`src/rtl/md_unit.sv`:
```
// md_unit: multi-cycle multiply/divide unit with HI/LO registers.
// Optional flush port enabled by defining MD_CANCEL_EN.
module md_unit #(
  parameter int WIDTH      = 32,
  parameter int MUL_CYCLES = 5
) (
  input  logic             clk,
  input  logic             reset,
  input  logic             start,
  input  logic [1:0]       md_op,
  input  logic [WIDTH-1:0] src_a,
  input  logic [WIDTH-1:0] src_b,
  input  logic             hilo_we,
  input  logic             hilo_sel,
`ifdef MD_CANCEL_EN
  input  logic             cancel,
`endif
  output logic             busy,
  output logic [WIDTH-1:0] hi,
  output logic [WIDTH-1:0] lo
);

  localparam int CMAX = (WIDTH > MUL_CYCLES) ? WIDTH : MUL_CYCLES;
  localparam int CW   = (CMAX > 1) ? $clog2(CMAX) : 1;

  typedef enum logic [1:0] {
    IDLE,
    MUL,
    DIV,
    DFIX
  } state_t;

  state_t stateQ;
  state_t stateD;

  logic [CW-1:0]    cnt;
  logic [WIDTH-1:0] opA;
  logic [WIDTH-1:0] opB;
  logic [WIDTH-1:0] origA;
  logic [WIDTH-1:0] rem;
  logic             isSigned;
  logic             negQ;
  logic             negR;
  logic             cancelHit;

  logic [WIDTH-1:0]   absA;
  logic [WIDTH-1:0]   absB;
  logic [2*WIDTH-1:0] aExt;
  logic [2*WIDTH-1:0] bExt;
  logic [2*WIDTH-1:0] product;
  logic [WIDTH:0]     shifted;
  logic [WIDTH:0]     diff;
  logic               qBit;
  logic [WIDTH-1:0]   remNext;

`ifdef MD_CANCEL_EN
  assign cancelHit = cancel;
`else
  assign cancelHit = 1'b0;
`endif

  assign busy = (stateQ != IDLE);

  // Operand magnitudes for signed divide
  assign absA = (md_op[0] && src_a[WIDTH-1]) ? -src_a : src_a;
  assign absB = (md_op[0] && src_b[WIDTH-1]) ? -src_b : src_b;

  // Full-width product; extension makes one multiplier serve both signednesses
  assign aExt    = {{WIDTH{isSigned & opA[WIDTH-1]}}, opA};
  assign bExt    = {{WIDTH{isSigned & opB[WIDTH-1]}}, opB};
  assign product = aExt * bExt;

  // One restoring division step; opA doubles as the quotient shift register
  assign shifted = {rem, opA[WIDTH-1]};
  assign diff    = shifted - {1'b0, opB};
  assign qBit    = ~diff[WIDTH];
  assign remNext = qBit ? diff[WIDTH-1:0] : shifted[WIDTH-1:0];

  // State register
  always_ff @(posedge clk) begin
    if (reset) stateQ <= IDLE;
    else       stateQ <= stateD;
  end

  // Next-state logic
  always_comb begin
    stateD = stateQ;
    unique case (stateQ)
      IDLE: begin
        if (start) stateD = md_op[1] ? DIV : MUL;
      end
      MUL: begin
        if (cancelHit || cnt == '0) stateD = IDLE;
      end
      DIV: begin
        if (cancelHit)      stateD = IDLE;
        else if (cnt == '0) stateD = DFIX;
      end
      DFIX: begin
        stateD = IDLE;
      end
      default: stateD = IDLE;
    endcase
  end

  // Operand latching, iteration datapath and HI/LO update
  always_ff @(posedge clk) begin
    if (reset) begin
      cnt      <= '0;
      opA      <= '0;
      opB      <= '0;
      origA    <= '0;
      rem      <= '0;
      isSigned <= 1'b0;
      negQ     <= 1'b0;
      negR     <= 1'b0;
      hi       <= '0;
      lo       <= '0;
    end else begin
      unique case (stateQ)
        IDLE: begin
          if (start) begin
            isSigned <= md_op[0];
            origA    <= src_a;
            if (!md_op[1]) begin
              opA <= src_a;
              opB <= src_b;
              cnt <= CW'(MUL_CYCLES - 1);
            end else begin
              opA  <= absA;
              opB  <= absB;
              rem  <= '0;
              negQ <= md_op[0] & (src_a[WIDTH-1] ^ src_b[WIDTH-1]);
              negR <= md_op[0] & src_a[WIDTH-1];
              cnt  <= CW'(WIDTH - 1);
            end
          end else if (hilo_we) begin
            if (hilo_sel) hi <= src_a;
            else          lo <= src_a;
          end
        end
        MUL: begin
          if (!cancelHit) begin
            if (cnt == '0) {hi, lo} <= product;
            else           cnt <= cnt - CW'(1);
          end
        end
        DIV: begin
          if (!cancelHit) begin
            rem <= remNext;
            opA <= {opA[WIDTH-2:0], qBit};
            if (cnt != '0) cnt <= cnt - CW'(1);
          end
        end
        DFIX: begin
          if (!cancelHit) begin
            if (opB == '0) begin
              lo <= '1;
              hi <= origA;
            end else begin
              lo <= negQ ? -opA : opA;
              hi <= negR ? -rem : rem;
            end
          end
        end
        default: ;
      endcase
    end
  end

endmodule

```
`config.mk`:
```
export PLATFORM = sky130hd
export DESIGN_NAME = md_unit
export DESIGN_NICKNAME = d
export VERILOG_FILES = /design/src/rtl/md_unit.sv
export SDC_FILE = /design/constraint.sdc
export NUM_CORES = 2
export LEC_CHECK = 0
export CAP_MARGIN = 10
export CORE_ASPECT_RATIO = 0.6
export CORE_MARGIN = 3
export CORE_UTILIZATION = 40
export DETAILED_ROUTE_END_ITERATION = 16
export DONT_BUFFER_PORTS = 1
export GPL_TIMING_DRIVEN = 0
export PLACE_DENSITY = 0.65
export REMOVE_ABC_BUFFERS = 1
export SLEW_MARGIN = 20
export SYNTH_ARGS = -nofsm -noshare
export SYNTH_HDL_FRONTEND = slang
export SYNTH_SLANG_ARGS = --single-unit
```
`constraint.sdc`:
```
create_clock -name clk -period 15.9 [get_ports clk]
set_input_delay 2.385 -clock clk [delete_from_list [all_inputs] [get_ports clk]]
set_output_delay 2.385 -clock clk [all_outputs]
set_load 0.02 [all_outputs]
```
# Word level (Yosys, flattened, before mapping)
# Index checks and enable logic that the tools add are counted.
[classes]
addsub = 6
mul = 1
div = 0
magnitude_cmp = 0
n_eq_ne = 13
shift = 0
mux = 34
bitwise = 6
n_reduce_logical = 18
[ops]
columns = ["operator", "n"]
rows = [
  ["32-bit two-way mux", 20],
  ["32-bit case mux with 3 select lines", 2],
  ["32-bit negator", 4],
  ["32-bit case mux with 2 select lines", 2],
  ["33-bit by 33-bit multiplier with 64-bit output", 1],
  ["33-bit by 32-bit subtractor with 33-bit output", 1],
  ["32-bit zero test", 1],
  ["5-bit two-way mux", 4],
  ["2-bit != test, second input constant", 10],
  ["5-bit case mux with 3 select lines", 1],
  ["5-bit AND reduction", 2],
  ["3-bit AND reduction", 3],
  ["2-bit two-way mux", 4],
  ["2-bit case mux with 4 select lines", 1],
  ["3-bit nonzero test", 2],
  ["5-bit zero test", 1],
  ["5-bit nonzero test", 1],
  ["5-bit by 1-bit subtractor with 5-bit output, second input constant", 1],
  ["1-bit AND", 4],
  ["2-bit equality test, second input constant", 2],
  ["2-bit AND reduction", 2],
  ["4-bit AND reduction", 1],
  ["2-bit nonzero test", 2],
  ["2-bit by 1-bit equality test with 1-bit output, second input constant", 1],
  ["4 further kinds", 5],
]
[totals]
regBits = 202
latch_bits = 0
ram_bits = 0
mem_bits_ro = 0
in_bits = 71
output_inout_bits = 65
elab_cells = 89
memories = 0

# Depth between registers and ports, before layout
[depth]
word_depth = 5
ltp_mapped = 31
depth_no_buf = 29

# Least setup slack after synthesis
# Ideal clock, no wire load.
[synth_path]
path_type = "register to register"
from = "register opA[31]"
to = "register hi[30]"
setup_ps = 126
arrival_time_ps = 7812
required_time_ps = 15774
slack_ps = 7962
stages_incl_launch_ff = 31
n_path_buf = 3
synth_period_minus_slack_ps = 7938
path_cell_list = "dfxtp_1 > clkbuf_1 > and2_1 > clkbuf_1 > nand2_1 > inv_1 > fa_1 > inv_1 > fa_1 > inv_1 > fa_1 > fa_1 > inv_1 > fa_1 > inv_1 > fa_1 > inv_1 > fa_1 > fa_1 > inv_1 > ha_1 > clkbuf_1 > nand3_1 > nor2_1 > and3_1 > nand2_1 > o21a_1 > o31a_1 > o21ai_0 > a2bb2oi_1 > o21ai_0"
[synth_via]
elab_chain_cells = 4
[synth_rtl]
columns = ["item", "line_no", "rtl"]
rows = [
  ["start: declaration", "37", "logic [WIDTH-1:0] opA;"],
  ["start signal: assignment", "126", "opA <= src_a;"],
  ["start signal: assignment", "130", "opA <= absA;"],
  ["start signal: assignment", "151", "opA <= {opA[WIDTH-2:0], qBit};"],
  ["1-bit AND", "69", "assign aExt = {{WIDTH{isSigned & opA[WIDTH-1]}}, opA};"],
  ["33-bit by 33-bit multiplier with 64-bit output (*)", "71", "assign product = aExt * bExt;"],
  ["32-bit two-way mux (*)", "144", "if (cnt == '0) {hi, lo} <= product;"],
  ["32-bit case mux with 3 select lines (*)", "120", "unique case (stateQ)"],
  ["end signal: assignment", "138", "if (hilo_sel) hi <= src_a;"],
  ["end signal: assignment", "144", ""],
  ["end signal: assignment", "159", "hi <= origA;"],
  ["end: declaration", "19", "output logic [WIDTH-1:0] hi,"],
]
# Mark *: on every way between the ends. The rest lies on a longest branch, timed or not. The select of a mux whose other input is x is not followed.
# A chain may end at the register's enable or synchronous reset.

# Worst setup path in the final report
[layout_path]
from = "register isSigned"
to = "register hi[30]"
[layout_via]
elab_chain_cells = 4
elab_cells_between_ends = 5
classes_between = "mul: 1; mux: 2; bitwise: 2"
[layout_rtl]
columns = ["item", "line_no", "rtl"]
rows = [
  ["start: declaration", "41", "logic isSigned;"],
  ["start signal: assignment", "123", "isSigned <= md_op[0];"],
  ["1-bit AND, on equally long branches", "69, 70", ""],
  ["33-bit by 33-bit multiplier with 64-bit output (*)", "71", ""],
  ["32-bit two-way mux (*)", "144", ""],
  ["32-bit case mux with 3 select lines (*)", "120", ""],
]
# Marked as above.

==> results.yml <==
sta:
  max_freq_mhz: 93.5
  slew_headroom_pct: 26.3
  tightest_slew_ns: 1.10
  tns_ns: 0
  drv_slew: 0
  period_needed_ns: 10.69
  final_hold_viol_count: 0
  finalSetupViolations: 0
  rsz0062_at_grt: "no"
  fin_skew_ns: 0.0286
  min_period_over_period_pct: 67.2
global_route:
  grt_max_degree: 176
  antenna_found_initial: 8
  first_global_vias: 42500
  grt_use_total_pct: 27.9
  gr-total-overflow: 0
  grt_pass1_wl_mm: 276
logic_synthesis:
  syn_area_mm2: 0.0510
  synth_top_family_by_area: "adder cells"
  synthTopCellsByCount: "inv_1 (1186), fa_1 (1126), nand2_1 (1038), clkbuf_1 (324), and2_1 (308)"
  synthMuxAreaShare_pct: 0.652
  synthArstFlopShare_pct: 0
  synth_xor_area_share_pct: 3.62
  yosys.area_share.simple_pct: 16.2
  synthAdderAreaFrac_pct: 50.4
  syn_area_per_cell_um2: 8.52
  synth.top_cell.area_share_pct: 44.2
  ys_warn_count: 0
  synth.most_common_cell: "inv_1"
  synth-seq-cells: 202
  syn-instance-count: 5995
  synthTopCellsByArea: "fa_1 (44%), inv_1 (8.7%), dfxtp_1 (7.9%), nand2_1 (7.6%), ha_1 (6.3%)"
  synth_edf_count: 0
  synth_ff_type: "dfxtp_1"
  synth_compound_area_share_pct: 9.46
  ys_types: 80
  yosysTopAreaCell: "fa_1"
  seq_area_frac_synth_pct: 7.92
clock_tree:
  cts_tree: "built"
  cts_max_level: 1
  numClockSinks: 202
  cts_resized: 0
  cts_max_path_buffers: 3
  post-cts-setup-buffers: 0
  clock_latency_ns: 0.59
  path_clk_slew_ns: 0.06
  cts_buffers: 26
  holdBufCountCts: 0
  cts_root_buffer: "clkbuf_16"
floorplan:
  initial_core_util_pct: 40.7
  fp.dieH_um: 283
  row_count: 100
  core_mm2: 0.125
  pin_count: 136
  die-area_mm2: 0.132
  die-width_um: 467
cells_and_area:
  seq_area_mm2: 0.00417
  synthToLayoutAreaGrowth_pct: 6.24
  final_nets: 7159
  multi_input_area_mm2: 0.0411
  fillers: 12300
  drive_gt1_share_pct: 3.98
status:
  status: "finished, final reports clean"
routing:
  vias: 41800
  wl_mm: 183
  top_layer_used: "met5"
  wl_met2_mm: 69.5
  drtAntennaViolNets: 0
  viasPerCell: 5.64
  firstDrtPassIters: 7
  wl_met3_mm: 30.8
  wirelength_met1_mm: 75.7
  drc_errors: 0
  wl_per_cell_um: 24.7
  drtIter0Drc: 4843
worst_setup_path:
  setup.worst_path.class: "register to register"
  slowest_stage: "fa_1"
  arrival_ns: 11.13
  start_kind: "register"
  crit_buf_inv: 7
  slowest_delay_ns: 1.01
  r2r_slack_ns: 5.21
  worst-endpoint-required_ns: 16.34
  crit_family: "adder cells"
  endpoint_kind: "register"
  path_common_cell: "fa_1"
  cp_max_fo: 23
power_and_ir_drop:
  power_leakage_uw: 0.0251
  p_total_uw: 9280
  ir_drop_mv: 0.170
  power_density_mw_per_mm2: 171
job:
  cap_viol_max_count: 0
placed_design:
  portBuffers: 0
  globalplace.congestion: 0.978
  dp_hpwl_mm: 144
worst_hold_path:
  hp-class: "register to register"
[final cells by class]
class	count	area share, %
multi-input combinational	4221	75.8
inverter	1190	8.24
sequential	202	7.70
tap	1683	3.88
timing repair buffer	65	2.68
clock buffer	36	1.44
clock inverter	11	0.245
antenna	1	0.00461
[through the flow]
| stage | std cells | cell area (um^2) | hold slack (ns) | util, % | setup WS [ns] |
|---|---|---|---|---|---|
| final | 7409 | 54200 | 0.453 | 43.3 | 5.21 |
| after global placement | 7296 | 51600 | 0.436 | 41.2 | 4.72 |
| after global routing | 7408 | 54200 | 0.470 | 43.3 | 4.80 |
| after detailed placement | 7361 | 53300 | 0.443 | 42.5 | 5.22 |
| after floorplan | 5613 | 49500 | 0.427 | - | 7.79 |
| after CTS | 7408 | 54200 | 0.452 | 43.3 | 5.18 |
[metal layers]
layer / global-route usage (%) / up-vias
met4: 8.44 / 10
met5: 0 / -
met2: 36.9 / 2746
met3: 13.2 / 343
met1: 39.8 / 21100
li1: - / 17600
[layout by cell type (no fill, tap or decap), types with 30 or more instances in the layout]
master,count
mux2i_1,31
a21oi_1,213
a21o_1,50
dfxtp_1,136
o31ai_1,30
xnor2_1,121
nand3_1,34
and3_1,40
a211oi_1,52
nand2_1,1034
ha_1,253
and2_1,306
dfxtp_2,47
fa_1,1125
nor3_1,45
buf_12,36
nor2_1,243
xor2_1,88
inv_1,1186
o21ai_0,199
[where the power goes]
part | switching (uW) | leakage, uW | total, uW | internal (uW)
registers | 706 | 0.00168 | 1350 | 648
logic | 4630 | 0.0229 | 7280 | 2640
clock network | 269 | 0.000454 | 647 | 377
total | 5610 | 0.0251 | 9280 | 3670
[final timing paths]
kind,cells after the start,start,end
max,27,isSigned,hi[30]
min,2,origA[28],origA[28]
max reg2reg,27,isSigned,hi[30]
min reg2reg,2,origA[28],origA[28]
[tightest hold or removal path: stages (launching register included)]
cell,delay [ns]
dfxtp_1,0.30
nand2_1,0.05
a21oi_1,0.05
[kinds of logic (layout without fill, tap and decap cells)]
kind of cell    after synthesis  in the layout
xor+xnor                    210            210
flops                       202            202
simple gates               1838           1838
other cells                   0              1
mux                          33             33
fa+ha+maj                  1382           1382
compound gates              758            758
buf+inv                    1572           1302
[sequential cells by signal, summed over array words and instances, names as in the netlist, 2 cells and up]
name	cells
stateQ	2
opA	32
origA	32
rem	32
hi	32
cnt	5
lo	32
opB	32
No activity file was read; power rests on OpenSTA's default activity.
